### config.mk
export PLATFORM = sky130hd
export DESIGN_NAME = imm_extend_unit
export DESIGN_NICKNAME = d
export VERILOG_FILES = /design/src/rtl/imm_extend_unit.sv
export SDC_FILE = /design/constraint.sdc
export NUM_CORES = 1
export LEC_CHECK = 0
export ABC_AREA = 1
export CAP_MARGIN = 20
export CORE_ASPECT_RATIO = 0.6
export CORE_MARGIN = 2
export CORE_UTILIZATION = 35
export CTS_CLUSTER_DIAMETER = 100
export DETAILED_ROUTE_END_ITERATION = 7
export PLACE_DENSITY_LB_ADDON = 0.25
export SETUP_SLACK_MARGIN = 0.15
export SLEW_MARGIN = 20
export SYNTH_ARGS = -nofsm -noshare
export SYNTH_HDL_FRONTEND = slang
export SYNTH_SLANG_ARGS = --single-unit
### constraint.sdc
create_clock -name clk -period 3.2 [get_ports clk]
set_input_delay 0.96 -clock clk [delete_from_list [all_inputs] [get_ports clk]]
set_output_delay 0.96 -clock clk [all_outputs]
set_load 0.01 [all_outputs]
### src/rtl/imm_extend_unit.sv
// imm_extend_unit: pipelined operand extension stage with a 2-entry skid buffer.
// Modes: ZERO, SIGN, UPPER, PASS and, when IMMEXT_LOAD_EN is defined, the
// LB/LBU/LH/LHU load-data extraction. With IMMEXT_LOAD_EN undefined, modes 4-7
// return data 0 and err 1.
`timescale 1ns/1ps
module imm_extend_unit #(
  parameter int unsigned IN_W  = 16,
  parameter int unsigned OUT_W = 32,
  parameter int unsigned TAG_W = 5
) (
  input  logic             clk,
  input  logic             rst_n,
  input  logic             in_valid,
  output logic             in_ready,
  input  logic [2:0]       in_mode,
  input  logic [OUT_W-1:0] in_data,
  input  logic [1:0]       in_off,
  input  logic [TAG_W-1:0] in_tag,
  output logic             out_valid,
  input  logic             out_ready,
  output logic [OUT_W-1:0] out_data,
  output logic [TAG_W-1:0] out_tag,
  output logic             out_err
);

  typedef enum logic [1:0] {StEmpty, StOne, StFull} occ_e;

  typedef struct packed {
    logic [OUT_W-1:0] data;
    logic [TAG_W-1:0] tag;
    logic             err;
  } entry_t;

  localparam logic [2:0] ModeZero  = 3'd0;
  localparam logic [2:0] ModeSign  = 3'd1;
  localparam logic [2:0] ModeUpper = 3'd2;
  localparam logic [2:0] ModePass  = 3'd3;

  occ_e   state_q, state_d;
  entry_t head_q, tail_q;
  entry_t res;

  logic push, pop;
  logic load_head_new, load_head_tail, load_tail_new;

  logic [IN_W-1:0] imm;
  assign imm = in_data[IN_W-1:0];

`ifdef IMMEXT_LOAD_EN
  localparam logic [2:0] ModeLb  = 3'd4;
  localparam logic [2:0] ModeLbu = 3'd5;
  localparam logic [2:0] ModeLh  = 3'd6;

  logic [7:0]  ld_byte;
  logic [15:0] ld_half;

  // Little-endian byte/half selection from the low load word.
  always_comb begin
    ld_byte = 8'h00;
    case (in_off)
      2'd0:    ld_byte = in_data[7:0];
      2'd1:    ld_byte = in_data[15:8];
      2'd2:    ld_byte = in_data[23:16];
      default: ld_byte = in_data[31:24];
    endcase
    ld_half = in_off[1] ? in_data[31:16] : in_data[15:0];
  end
`else
  // Offset only matters for load modes, which are compiled out here.
  logic unused_off;
  assign unused_off = ^in_off;
`endif

  // Combinational extension of the incoming request.
  always_comb begin
    res.data = '0;
    res.tag  = in_tag;
    res.err  = 1'b0;
    case (in_mode)
      ModeZero:  res.data = {{(OUT_W-IN_W){1'b0}}, imm};
      ModeSign:  res.data = {{(OUT_W-IN_W){imm[IN_W-1]}}, imm};
      ModeUpper: res.data = {imm, {(OUT_W-IN_W){1'b0}}};
      ModePass:  res.data = in_data;
`ifdef IMMEXT_LOAD_EN
      ModeLb:    res.data = {{(OUT_W-8){ld_byte[7]}}, ld_byte};
      ModeLbu:   res.data = {{(OUT_W-8){1'b0}}, ld_byte};
      ModeLh: begin
        if (in_off[0]) res.err = 1'b1;
        else           res.data = {{(OUT_W-16){ld_half[15]}}, ld_half};
      end
      default: begin
        if (in_off[0]) res.err = 1'b1;
        else           res.data = {{(OUT_W-16){1'b0}}, ld_half};
      end
`else
      default:   res.err = 1'b1;
`endif
    endcase
  end

  assign push = in_valid & in_ready;
  assign pop  = out_valid & out_ready;

  // Occupancy state register.
  always_ff @(posedge clk) begin
    if (!rst_n) state_q <= StEmpty;
    else        state_q <= state_d;
  end

  // Occupancy next-state.
  always_comb begin
    state_d = state_q;
    case (state_q)
      StEmpty: if (push) state_d = StOne;
      StOne: begin
        if (push && !pop)      state_d = StFull;
        else if (!push && pop) state_d = StEmpty;
      end
      StFull:  if (pop) state_d = StOne;
      default: state_d = StEmpty;
    endcase
  end

  // Handshake outputs and entry-load controls from occupancy.
  always_comb begin
    in_ready       = rst_n & (state_q != StFull);
    out_valid      = (state_q != StEmpty);
    load_head_new  = 1'b0;
    load_head_tail = 1'b0;
    load_tail_new  = 1'b0;
    case (state_q)
      StEmpty: load_head_new = push;
      StOne: begin
        // Simultaneous push/pop: the new entry becomes the head directly.
        load_head_new = push & pop;
        load_tail_new = push & ~pop;
      end
      StFull:  load_head_tail = pop;
      default: ;
    endcase
  end

  // Entry storage; head drives the outputs so they hold while stalled.
  always_ff @(posedge clk) begin
    if (!rst_n) begin
      head_q <= '0;
      tail_q <= '0;
    end else begin
      if (load_head_new)       head_q <= res;
      else if (load_head_tail) head_q <= tail_q;
      if (load_tail_new)       tail_q <= res;
    end
  end

  assign out_data = head_q.data;
  assign out_tag  = head_q.tag;
  assign out_err  = head_q.err;

endmodule

# After elaboration in Yosys (flattened, before gate mapping)
# Index checks and enable logic that the tools add are counted.
# Widths: inputs -> output; s select.
word_totals:
  ff_bits: 78
  latch_bits: 0
  mem_bits_rw: 0
  rom_bits: 0
  in_bits: 46
  out_inout_bits: 40
  elab_cells: 44
  mem_count: 0
op_classes:
  add_sub_neg: 0
  multipliers: 0
  div_mod_pow: 0
  n_lt_le_gt_ge: 0
  eq_ne: 9
  n_shift: 0
  muxes: 12
  bitwise_logic: 6
  reduce_logical: 10
ops:
  columns: ["operator", "count"]
  rows:
  - ["$pmux 32 s4", 1]
  - ["$mux 38", 2]
  - ["$mux 2", 4]
  - ["$eq 3x2->1 const B", 2]
  - ["$ne 2x2->1 const B", 3]
  - ["$pmux 2 s3", 1]
  - ["$and 1x1->1", 5]
  - ["$reduce_bool 2->1", 2]
  - ["$reduce_or 4->1", 1]
  - ["$eq 3x1->1 const B", 1]
  - ["$logic_not 3->1", 1]
  - ["$mux 1", 3]
  - ["$ne 3x3->1 const B", 1]
  - ["$reduce_and 3->1", 1]
  - ["$eq 2x1->1 const B", 1]
  - ["$eq 2x2->1 const B", 1]
  - ["$logic_and 1x1->1", 2]
  - ["$logic_not 1->1", 2]
  - ["$logic_not 2->1", 1]
  - ["$pmux 1 s2", 1]
  - ["$not 1->1", 1]

# Depth between registers and ports, before layout
logic_depth:
  ltp_word: 8
  ltp_mapped: 12
  ltp_nobuf: 10

# Worst setup path after synthesis
# No wires, ideal clock.
synth_timing:
  path_kind: "input to output"
  from: "input rst_n"
  to: "output in_ready"
  arrival_time_ns: 1.695
  slack_ns: 0.545
  stages: 5
  path_buffers: 3
  cell_sequence: "clkbuf_2 -> inv_1 -> buf_2 -> buf_2 -> nor2_1"
synth_via:
  elab_chain_cells: 1
synth_rtl:
  columns: ["element", "line_no", "text"]
  rows:
  - ["start, declared", "12", "input logic rst_n,"]
  - ["$and 1x1->1", "126", "in_ready = rst_n & (state_q != StFull);"]
  - ["end, declared", "14", "output logic in_ready,"]
# Every way passes these cells.

# Worst setup path in the final report
layout_timing:
  from: "input in_valid"
  to: "register head_q (netlist bit out_data[20])"
layout_via:
  elab_chain_cells: 4
  word_cells_on_any_way: 5
layout_rtl:
  columns: ["element", "line_no", "text"]
  rows:
  - ["start, declared", "13", "input logic in_valid,"]
  - ["$and 1x1->1 *", "101", "assign push = in_valid & in_ready;"]
  - ["$and 1x1->1", "135", "load_head_new = push & pop;"]
  - ["$pmux 1 s2 *", "131", "case (state_q)"]
  - ["$mux 38 or $reduce_bool 2->1 (tied branches)", null, null]
  - ["end signal, assigned", "149", "if (load_head_new) head_q <= res;"]
  - ["end signal, assigned", "150", "else if (load_head_tail) head_q <= tail_q;"]
  - ["end, declared", "40", "entry_t head_q, tail_q;"]
# Every way passes the cells marked *; elsewhere a longest branch is shown, timed or not.
# A chain may end at the register's enable or synchronous reset.

==> flow_summary.json <==
{
  "maxCapViolCount": 0,
  "yosysWarnings": 0,
  "core-area_sq_um": 11200,
  "die_w_um": 142,
  "syn_inst": 577,
  "grt_remaining_overflow": 0,
  "placement.io_buffers": 83,
  "avgSynthCellArea_sq_um": 6.95,
  "slew_headroom_pct": 55.4,
  "path_delay_family": "buffers and inverters",
  "drtPass1Iterations": 5,
  "synth_fp_nets": 625,
  "finalCritPeriodShare_pct": 90.3,
  "arrival_ns": 3.16,
  "r2r_cells": 11,
  "num-nets-final": 694,
  "routabilityCongestion": 0.857,
  "synth-seq-cells": 78,
  "dp_hpwl_um": 7560,
  "die-area_sq_um": 12400,
  "grt_antenna_before_repair": 0,
  "vdd_drop_max_mv": 0.266,
  "n_antenna_cell": 0,
  "status": "finished clean",
  "synth_area_leaders": "dfxtp_1, nand2_1, a21oi_1, o21ai_0, nor2_1",
  "crit_type": "in2reg",
  "setup_tns_ns": 0,
  "hold_class": "reg2reg",
  "synthArstFlopShare_pct": 0,
  "syn-cell-area_sq_um": 4010,
  "routed_wl_um": 11000,
  "htree_num_levels": 3,
  "die_h_um": 86.9,
  "numCtsBuffers": 9,
  "max_stage_delay_ns": 0.51,
  "vias": 3875,
  "cp-start-kind": "input port",
  "wl_per_cell_um": 13.8,
  "utilization_pct": 46.4,
  "synthFlopType": "dfxtp_1",
  "ff2ff_setup_slack_ns": 0.92,
  "setup_viol": 0,
  "num_rows": 30,
  "power_density_nw_per_um2": 507,
  "leakagePower_nw": 2.05,
  "crit_chain": "clkdlybuf4s50_1, inv_1, nor3_1, ha_1, nand3_1, nand2_2, buf_4, clkinvlp_4, buf_12, nand2_1, nand2_1, a21oi_2",
  "seqCellArea_sq_um": 1560,
  "via_per_inst": 4.87,
  "initial_core_util_pct": 35.8,
  "drc": 0,
  "drt_iter0_markers": 321,
  "ios": 86,
  "rsz0062_at_grt": "no",
  "ctsRootBufferMaster": "clkbuf_16",
  "drv_slew": 0,
  "skew_ns": 0.00529,
  "yosysMostFrequentCell": "nand2_1",
  "yosysSeqAreaShare_pct": 38.9,
  "grt_max_degree": 55,
  "cp_common_cell": "nand2_1",
  "yosysTopAreaCellShare_pct": 38.9,
  "cts_hold_buffers": 0,
  "reg2reg_from": "state_q[0]$_SDFFE_PN0P_",
  "tightest_slew_ns": 0.667,
  "grt_pass1_wl_um": 17900,
  "end_kind": "flip-flop",
  "hold_path_depth": 2,
  "cts.sinks": 78,
  "cpMaxStageDelayCell": "clkdlybuf4s50_1",
  "required_ns": 3.47,
  "worst-path-stages": 12,
  "fillers": 1141,
  "fmax_ghz": 0.346,
  "synth_top_cells_by_count": "nand2_1, dfxtp_1, a21oi_1",
  "grt_usage_pct": 18.6,
  "postRouteAntennaNets": 0,
  "path_clk_slew_ns": 0.06,
  "critPathMaxFanout": 21,
  "clock_latency_ns": 0.34,
  "grt_pass1_vias": 3660,
  "cts_tree": "yes",
  "synth_enable_flop_cells": 0,
  "startpoint": "in_valid",
  "yosysTopAreaCell": "dfxtp_1",
  "finalHoldViolCount": 0,
  "ys_types": 32,
  "multi_input_area_sq_um": 1980,
  "min_from": "out_tag[3]$_SDFFE_PN0P_",
  "clockBufferDepth": 2,
  "crit_buf_inv": 5,
  "fin_crit_ns": 2.89,
  "syn_to_final_growth_pct": 29.8,
  "drive_gt1_share_pct": 13.7
}
metrics by stage:
| step | hold slack [ns] | std cells | instance area [sq um] | worst slack [ns] | total power, W |
|---|---|---|---|---|---|
| 2_1_floorplan | 0.430 | 577 | 4010 | 0.545 | 0.00143 |
| 3_3_place_gp | 0.444 | 777 | 4870 | -0.00121 | 0.00162 |
| 3_5_place_dp | 0.449 | 778 | 4890 | -0.0626 | 0.00164 |
| 4_1_cts | 0.464 | 794 | 5180 | 0.263 | 0.00266 |
| 5_1_grt | 0.475 | 795 | 5210 | 0.181 | 0.00278 |
| 6_report | 0.461 | 795 | 5210 | 0.310 | 0.00264 |
metal layers:
layer  up-vias  wire (um)  GRT usage (%)
li1       1971          -              -
met1      1781       5490           25.5
met2       114       4680           28.2
met3         9        712           6.49
met4         0         99           4.36
met5         -          0              0
layout make-up:
cell class | instances | share of cell area, %
Clock buffer | 10 | 4.40
Clock inverter | 6 | 1.20
Inverter | 48 | 3.63
Multi-Input combinational cell | 410 | 38.0
Sequential cell | 78 | 30.0
Tap cell | 144 | 3.46
Timing Repair Buffer | 99 | 19.3
tightest hold or removal path, delay by kind of cell (launching register included):
kind / cells / cell delay [ns]
AND/OR/NAND/NOR: 1 / 0.06
AO/OA/AOI/OAI: 1 / 0.05
flip-flops: 1 / 0.31
flip-flops by register name (all words and copies together) (netlist names):
signal and flops:
tail_q 38, state_q 2, out_err 1, out_tag 5, out_data 32
cell families after synthesis:
logic type	count (synthesis)	synth area share [%]
compound gates	130	18.3
buf+inv	89	11.8
fa+ha+maj	2	0.624
simple gates	278	30.4
flops	78	38.9
layout by cell type (no fill, tap or decap), types with 3 or more instances in the layout:
master,count
a21oi_1,57
a21oi_2,20
and2_1,4
buf_12,3
buf_4,12
clkbuf_16,9
clkdlybuf4s50_1,82
clkinvlp_4,4
dfxtp_1,78
inv_1,40
inv_2,6
nand2_1,173
nand2_2,22
nand4_1,15
nor2_1,51
nor2_4,4
o21ai_0,43
o21ai_1,7
worst paths after layout:
path                                    end
hold reg to reg     out_tag[3]$_SDFFE_PN0P_
setup / recovery  out_data[20]$_SDFFE_PN0P_
hold / removal      out_tag[3]$_SDFFE_PN0P_
setup reg to reg  out_data[20]$_SDFFE_PN0P_
power breakdown:
part / switching (W) / leakage, nW / internal (W)
Combinational: 0.000286 / 1.28 / 0.000248
Sequential: 0.0000461 / 0.636 / 0.00105
Clock: 0.000412 / 0.134 / 0.000601
timing repair:
item	4_1_cts	5_1_grt
buffers inserted	0	1
endpoints found under the setup margin	1	8
resized for setup	1	1
Power figures use the tool's default switching activity.
